==> config.mk <==
export PLATFORM = sky130hd
export DESIGN_NAME = wb_rr_arbiter
export DESIGN_NICKNAME = d
export VERILOG_FILES = /design/src/rtl/ecap5_dproc_pkg.sv /design/src/rtl/wb_rr_arbiter_picker.sv /design/src/rtl/wb_rr_arbiter.sv
export SDC_FILE = /design/constraint.sdc
export NUM_CORES = 1
export LEC_CHECK = 0
export CAP_MARGIN = 20
export CORE_AREA = 2 2 165 167
export CTS_BUF_LIST = sky130_fd_sc_hd__clkbuf_4
export DETAILED_ROUTE_END_ITERATION = 12
export DIE_AREA = 0 0 167 169
export SLEW_MARGIN = 10
export SYNTH_ARGS = -nofsm -noshare
export SYNTH_HDL_FRONTEND = slang
export SYNTH_SLANG_ARGS = --single-unit
export TNS_END_PERCENT = 1
==> constraint.sdc <==
create_clock -name clk_i -period 2.8 [get_ports clk_i]
set_input_delay 0.56 -clock clk_i [delete_from_list [all_inputs] [get_ports clk_i]]
set_output_delay 0.56 -clock clk_i [all_outputs]
set_load 0.005 [all_outputs]
==> src/rtl/ecap5_dproc_pkg.sv <==
// Shared types and helpers for the data-processor bus fabric.
// Holds the arbiter state encoding and a one-hot to index converter.
package ecap5_dproc_pkg;

    localparam int ARB_MAX_PORTS = 8;
    localparam int ARB_IDX_W     = $clog2(ARB_MAX_PORTS);

    typedef enum logic {
        ARB_IDLE,
        ARB_OWNED
    } arb_state_t;

    function automatic logic [ARB_IDX_W-1:0] onehot_to_idx(input logic [ARB_MAX_PORTS-1:0] onehot);
        logic [ARB_IDX_W-1:0] idx;
        idx = '0;
        for (int i = 0; i < ARB_MAX_PORTS; i++) begin
            if (onehot[i]) begin
                idx = ARB_IDX_W'(i);
            end
        end
        return idx;
    endfunction

endpackage

==> src/rtl/wb_rr_arbiter_picker.sv <==
// Combinational round-robin priority encoder: the first requester after
// `last` (wrapping) wins; valid is low when nobody requests.
module rr_picker #(
    parameter int N  = 3,
    parameter int IW = $clog2(N)
) (
    input  logic [N-1:0]  req,
    input  logic [IW-1:0] last,
    output logic [N-1:0]  grant,
    output logic          valid
);

    always_comb begin
        grant = '0;
        valid = 1'b0;
        // k is the distance from last; the nearest requesting port wins
        for (int k = 1; k <= N; k++) begin
            for (int p = 0; p < N; p++) begin
                if (!valid && req[p] && (p == (int'(last) + k) % N)) begin
                    grant[p] = 1'b1;
                    valid    = 1'b1;
                end
            end
        end
    end

endmodule

==> src/rtl/wb_rr_arbiter.sv <==
// Round-robin pipelined Wishbone arbiter: one owner holds the master port for
// its whole CYC, with issue throttled by an outstanding-request counter.
module wb_rr_arbiter
    import ecap5_dproc_pkg::*;
#(
    parameter int NUM_PORTS       = 3,
    parameter int MAX_OUTSTANDING = 4
) (
    input  logic                   clk_i,
    input  logic                   rst_ni,
    input  logic [32*NUM_PORTS-1:0] s_wb_adr_i,
    input  logic [32*NUM_PORTS-1:0] s_wb_dat_i,
    input  logic [NUM_PORTS-1:0]    s_wb_we_i,
    input  logic [4*NUM_PORTS-1:0]  s_wb_sel_i,
    input  logic [NUM_PORTS-1:0]    s_wb_stb_i,
    input  logic [NUM_PORTS-1:0]    s_wb_cyc_i,
    output logic [32*NUM_PORTS-1:0] s_wb_dat_o,
    output logic [NUM_PORTS-1:0]    s_wb_ack_o,
    output logic [NUM_PORTS-1:0]    s_wb_stall_o,
    output logic [31:0]             m_wb_adr_o,
    output logic [31:0]             m_wb_dat_o,
    output logic                    m_wb_we_o,
    output logic [3:0]              m_wb_sel_o,
    output logic                    m_wb_stb_o,
    output logic                    m_wb_cyc_o,
    input  logic [31:0]             m_wb_dat_i,
    input  logic                    m_wb_ack_i,
    input  logic                    m_wb_stall_i,
    output logic [NUM_PORTS-1:0]    grant_o
);

    localparam int IW = $clog2(NUM_PORTS);
    localparam int CW = $clog2(MAX_OUTSTANDING + 1);
    localparam logic [CW-1:0] CNT_MAX = CW'(MAX_OUTSTANDING);

    arb_state_t           state_reg, state_next;
    logic [NUM_PORTS-1:0] grant_reg, grant_next;
    logic [IW-1:0]        last_reg, last_next;
    logic [CW-1:0]        cnt_reg, cnt_next;

    logic [31:0]          adr_arr [NUM_PORTS];
    logic [31:0]          dat_arr [NUM_PORTS];
    logic [3:0]           sel_arr [NUM_PORTS];
    logic [NUM_PORTS-1:0] req;
    logic [NUM_PORTS-1:0] pick_grant;
    logic                 pick_valid;
    logic                 owned;
    logic                 full;
    logic                 accept;

    assign owned = (state_reg == ARB_OWNED);
    assign full  = (cnt_reg == CNT_MAX);
    assign req   = s_wb_cyc_i & s_wb_stb_i;

    // last_reg doubles as the owner index while OWNED
    generate
        for (genvar gi = 0; gi < NUM_PORTS; gi++) begin : g_port
            logic is_owner;
            assign is_owner     = owned && (last_reg == IW'(gi));
            assign adr_arr[gi]  = s_wb_adr_i[32*gi +: 32];
            assign dat_arr[gi]  = s_wb_dat_i[32*gi +: 32];
            assign sel_arr[gi]  = s_wb_sel_i[4*gi +: 4];
            assign s_wb_dat_o[32*gi +: 32] = is_owner ? m_wb_dat_i : 32'h0;
            assign s_wb_ack_o[gi]   = is_owner && m_wb_ack_i;
            assign s_wb_stall_o[gi] = !is_owner || m_wb_stall_i || full;
        end
    endgenerate

    rr_picker #(
        .N  (NUM_PORTS),
        .IW (IW)
    ) u_picker (
        .req   (req),
        .last  (last_reg),
        .grant (pick_grant),
        .valid (pick_valid)
    );

    always_comb begin
        m_wb_adr_o = '0;
        m_wb_dat_o = '0;
        m_wb_we_o  = 1'b0;
        m_wb_sel_o = '0;
        m_wb_stb_o = 1'b0;
        m_wb_cyc_o = 1'b0;
        if (owned) begin
            m_wb_adr_o = adr_arr[last_reg];
            m_wb_dat_o = dat_arr[last_reg];
            m_wb_we_o  = s_wb_we_i[last_reg];
            m_wb_sel_o = sel_arr[last_reg];
            m_wb_stb_o = s_wb_stb_i[last_reg] && !full;
            m_wb_cyc_o = s_wb_cyc_i[last_reg];
        end
    end

    assign accept  = m_wb_stb_o && !m_wb_stall_i;
    assign grant_o = grant_reg;

    always_comb begin
        state_next = state_reg;
        grant_next = grant_reg;
        last_next  = last_reg;
        cnt_next   = cnt_reg;
        case (state_reg)
            ARB_IDLE: begin
                if (pick_valid) begin
                    state_next = ARB_OWNED;
                    grant_next = pick_grant;
                    last_next  = IW'(onehot_to_idx(ARB_MAX_PORTS'(pick_grant)));
                    cnt_next   = '0;
                end
            end
            ARB_OWNED: begin
                // dropping CYC aborts whatever is still outstanding
                if (!s_wb_cyc_i[last_reg]) begin
                    state_next = ARB_IDLE;
                    grant_next = '0;
                    cnt_next   = '0;
                end else if (accept && !m_wb_ack_i) begin
                    cnt_next = cnt_reg + CW'(1);
                end else if (!accept && m_wb_ack_i && (cnt_reg != '0)) begin
                    cnt_next = cnt_reg - CW'(1);
                end
            end
            default: state_next = ARB_IDLE;
        endcase
    end

    always_ff @(posedge clk_i or negedge rst_ni) begin
        if (!rst_ni) begin
            state_reg <= ARB_IDLE;
            grant_reg <= '0;
            last_reg  <= IW'(NUM_PORTS - 1);
            cnt_reg   <= '0;
        end else begin
            state_reg <= state_next;
            grant_reg <= grant_next;
            last_reg  <= last_next;
            cnt_reg   <= cnt_next;
        end
    end

endmodule

==> impl_metrics.json <==
{
  "drive_gt1_share_pct": 6.81,
  "yosysSeqAreaShare_pct": 6.90,
  "worst_slew_pin_slew_ns": 0.422,
  "clock_latency_ns": 0.26,
  "grt_pass1_wl_mm": 30.7,
  "crit_required_ns": 2.24,
  "synthTopCellsByArea": "mux2i_1 (22%), and3_1 (19%), and2_1 (14%), o21ai_0 (11%), nand2_1 (8.7%)",
  "area_growth_pct": 158,
  "hp-start": "grant_o[2]",
  "grt_pass1_vias": 5630,
  "synth_cell_types": 42,
  "startpoint": "last_reg[1]",
  "cap_violations": 0,
  "ys_ff_latch": 9,
  "die_w_um": 167,
  "place_ws_ns": 0.0354,
  "p_per_area_nw_per_um2": 568,
  "clockRootBuffer": "clkbuf_4",
  "row_count": 60,
  "holdWs_ns": 0.514,
  "yosysTopAreaCellShare_pct": 22.3,
  "critical_path_class": "flop to output port",
  "wl_mm": 20.8,
  "grt_max_degree": 90,
  "drt_iter0_drc": 141,
  "power_switching_mw": 2.01,
  "gr-usage-met1_pct": 15.2,
  "switching_share_pct": 41.8,
  "yosys.area.top_type": "mux2i_1",
  "fmax_mhz": 362,
  "mostFrequentLayoutCells": "clkdlybuf4s50_1 (361), and3_1 (99), nand2_1 (76), and2_1 (71), o21ai_0 (70)",
  "path_max_fanout": 39,
  "ir_worst_vdd_uv": 263,
  "rsz0062_at_grt": "true",
  "critPathMaxStageDelay_ns": 0.68,
  "drt-vias-per-instance": 4.18,
  "hold_buffers": 0,
  "htreeDepth": 1,
  "fin_nets": 1179,
  "clockBufferDepth": 2,
  "finalMaxSlewViolations": 0,
  "critical_path_arrival_ns": 2.20,
  "p_int_mw": 2.80,
  "setup_ws_ns": 0.0381,
  "clk_pin_slew_ns": 0.06,
  "grt.overflow.total": 0,
  "power_mw": 4.81,
  "postRouteAntennaNets": 0,
  "pwr-share-clk_pct": 2.2,
  "die_h_um": 169,
  "worst-path-buf-inv": 4,
  "start_util_pct": 12.4,
  "use_met3_pct": 3.30,
  "layout_commonest_cell": "clkdlybuf4s50_1",
  "p_seq_share_pct": 6.2,
  "syn_inst": 510,
  "syn_area_per_cell_um2": 6.44,
  "power.leakage_nw": 4.33,
  "die-area_um2": 28200,
  "post-route-drc-count": 0,
  "clock_sinks": 9,
  "status": "complete, no violations",
  "crit_path_top_delay_cell": "dfstp_4",
  "crit_family": "buffers and inverters",
  "synth_fp_nets": 763,
  "n_fill_cell": 2844,
  "grt_busiest_layer": "met2",
  "ios": 425,
  "num_antenna_cells": 0,
  "gp_congestion": 0.811,
  "comb_power_share_pct": 91.5,
  "wl_per_cell_um": 16.4,
  "skew_ns": 0.00246,
  "cts_tree": "yes",
  "finalCritPeriodShare_pct": 98.6,
  "place_area_um2": 8110,
  "worstSetupStartpointType": "flop",
  "stdcell_area_um2": 8460,
  "slew_headroom_pct": 71.7,
  "first_pass_iters": 4,
  "finalCriticalPeriod_ns": 2.76,
  "crit_path_cell_trace": "buf_4 > inv_1 > ha_1 > buf_12 > and3_1 > clkdlybuf4s50_1",
  "grt_use_met2_pct": 25.6,
  "dpl.hpwl_mm": 15.9,
  "yosysWarnings": 0,
  "portBuffers": 424,
  "end_kind": "output port",
  "via_count": 5297,
  "setup_viol": 0,
  "synth_area_um2": 3280,
  "core_um2": 26500,
  "min_path_type": "flop to flop",
  "hold_violations": 0,
  "numCtsBuffers": 3,
  "timing.rr.start": "last_reg[1]",
  "gr-usage-all-layers_pct": 13.3,
  "antenna_found_initial": 0
}
-- timing repair --
item,4_1_cts,5_1_grt
setup buffers,8,5
gates resized for setup,33,52
gates cloned,1,2
pin swaps,0,1
endpoints found under the setup margin,70,51
-- synthesized netlist by cell type --
library cell	number
mux2i_1	73
nand2_1	76
nand4_1	1
or3b_1	1
fa_1	1
a31o_1	1
o21a_1	1
o211ai_1	2
o31ai_1	1
nor3b_1	1
a21o_1	1
a21bo_1	1
inv_1	5
buf_2	12
clkbuf_1	42
nand4b_1	1
ha_1	3
o31a_1	1
nand3_1	3
nand3b_1	1
a21oi_1	4
o22ai_1	1
a31oi_1	1
a31o_2	1
buf_4	1
and2_1	71
o2bb2ai_1	1
or2_2	1
mux2_2	1
o21ai_0	74
a22oi_1	2
a41o_1	2
buf_6	1
nor2_1	5
nor2b_1	3
a32oi_1	1
nand2b_1	2
and3_1	99
dfstp_2	1
dfrtp_1	8
a21boi_0	1
o21ai_1	1
-- worst paths after layout --
path | endpoint | slack (ns) | depth (start not counted)
worst max register to register | cnt_reg[2] | 0.31 | 9
worst min register to register | grant_o[2] | 0.51 | 2
min in group asynchronous | grant_o[1] | 0.60 | 1
max in group asynchronous | owned | 1.86 | 1
worst min-delay path | grant_o[2] | 0.51 | 2
worst max-delay path | s_wb_dat_o[37] | 0.04 | 6
-- power groups by stage --
stage	Sequential, mW	Clock, mW	Combinational (mW)
2_1_floorplan	0.212	0	1.90
3_3_place_gp	0.288	0	4.28
3_5_place_dp	0.292	0	4.28
4_1_cts	0.313	0.113	4.33
5_1_grt	0.318	0.120	4.80
6_report	0.300	0.108	4.40
-- routing by layer --
metal / part of all wire (%) / wire (µm)
met5: 0 / 0
met4: 0.95 / 197
met3: 8.5 / 1770
met2: 50 / 10500
met1: 40 / 8370
-- area by class of cell --
class	instances	area [µm²]	area share, %
tap	341	427	5.04
inverter	5	18.8	0.222
multi-input combinational	441	2880	34.0
clock buffer	4	30.0	0.355
sequential	9	235	2.78
timing repair buffer	466	4870	57.6
-- logic make-up (layout without fill, tap and decap cells) --
group	count (synthesis)	in the layout	share of synthesized area, %
adders and majority gates	4	4	1.75
and+or+nand+nor	265	266	44.5
muxes	74	74	22.6
buffers and inverters	61	475	7.78
AOI/OAI and AO/OA	97	97	16.5
DFF	9	9	6.90
-- tightest hold or removal path, stage by stage (launching register included) --
cell     delay, ns
dfrtp_1       0.37
nand2_1       0.06
o31ai_1       0.05
-- metrics by stage --
step	util [%]	TNS, ns	std cells
2_1_floorplan	-	0	510
3_3_place_gp	30.6	0	1246
3_5_place_dp	30.6	0	1246
4_1_cts	31.1	-0.561	1259
5_1_grt	31.9	-1.67	1266
6_report	31.9	0	1266
(Power assumes the default switching activity.)
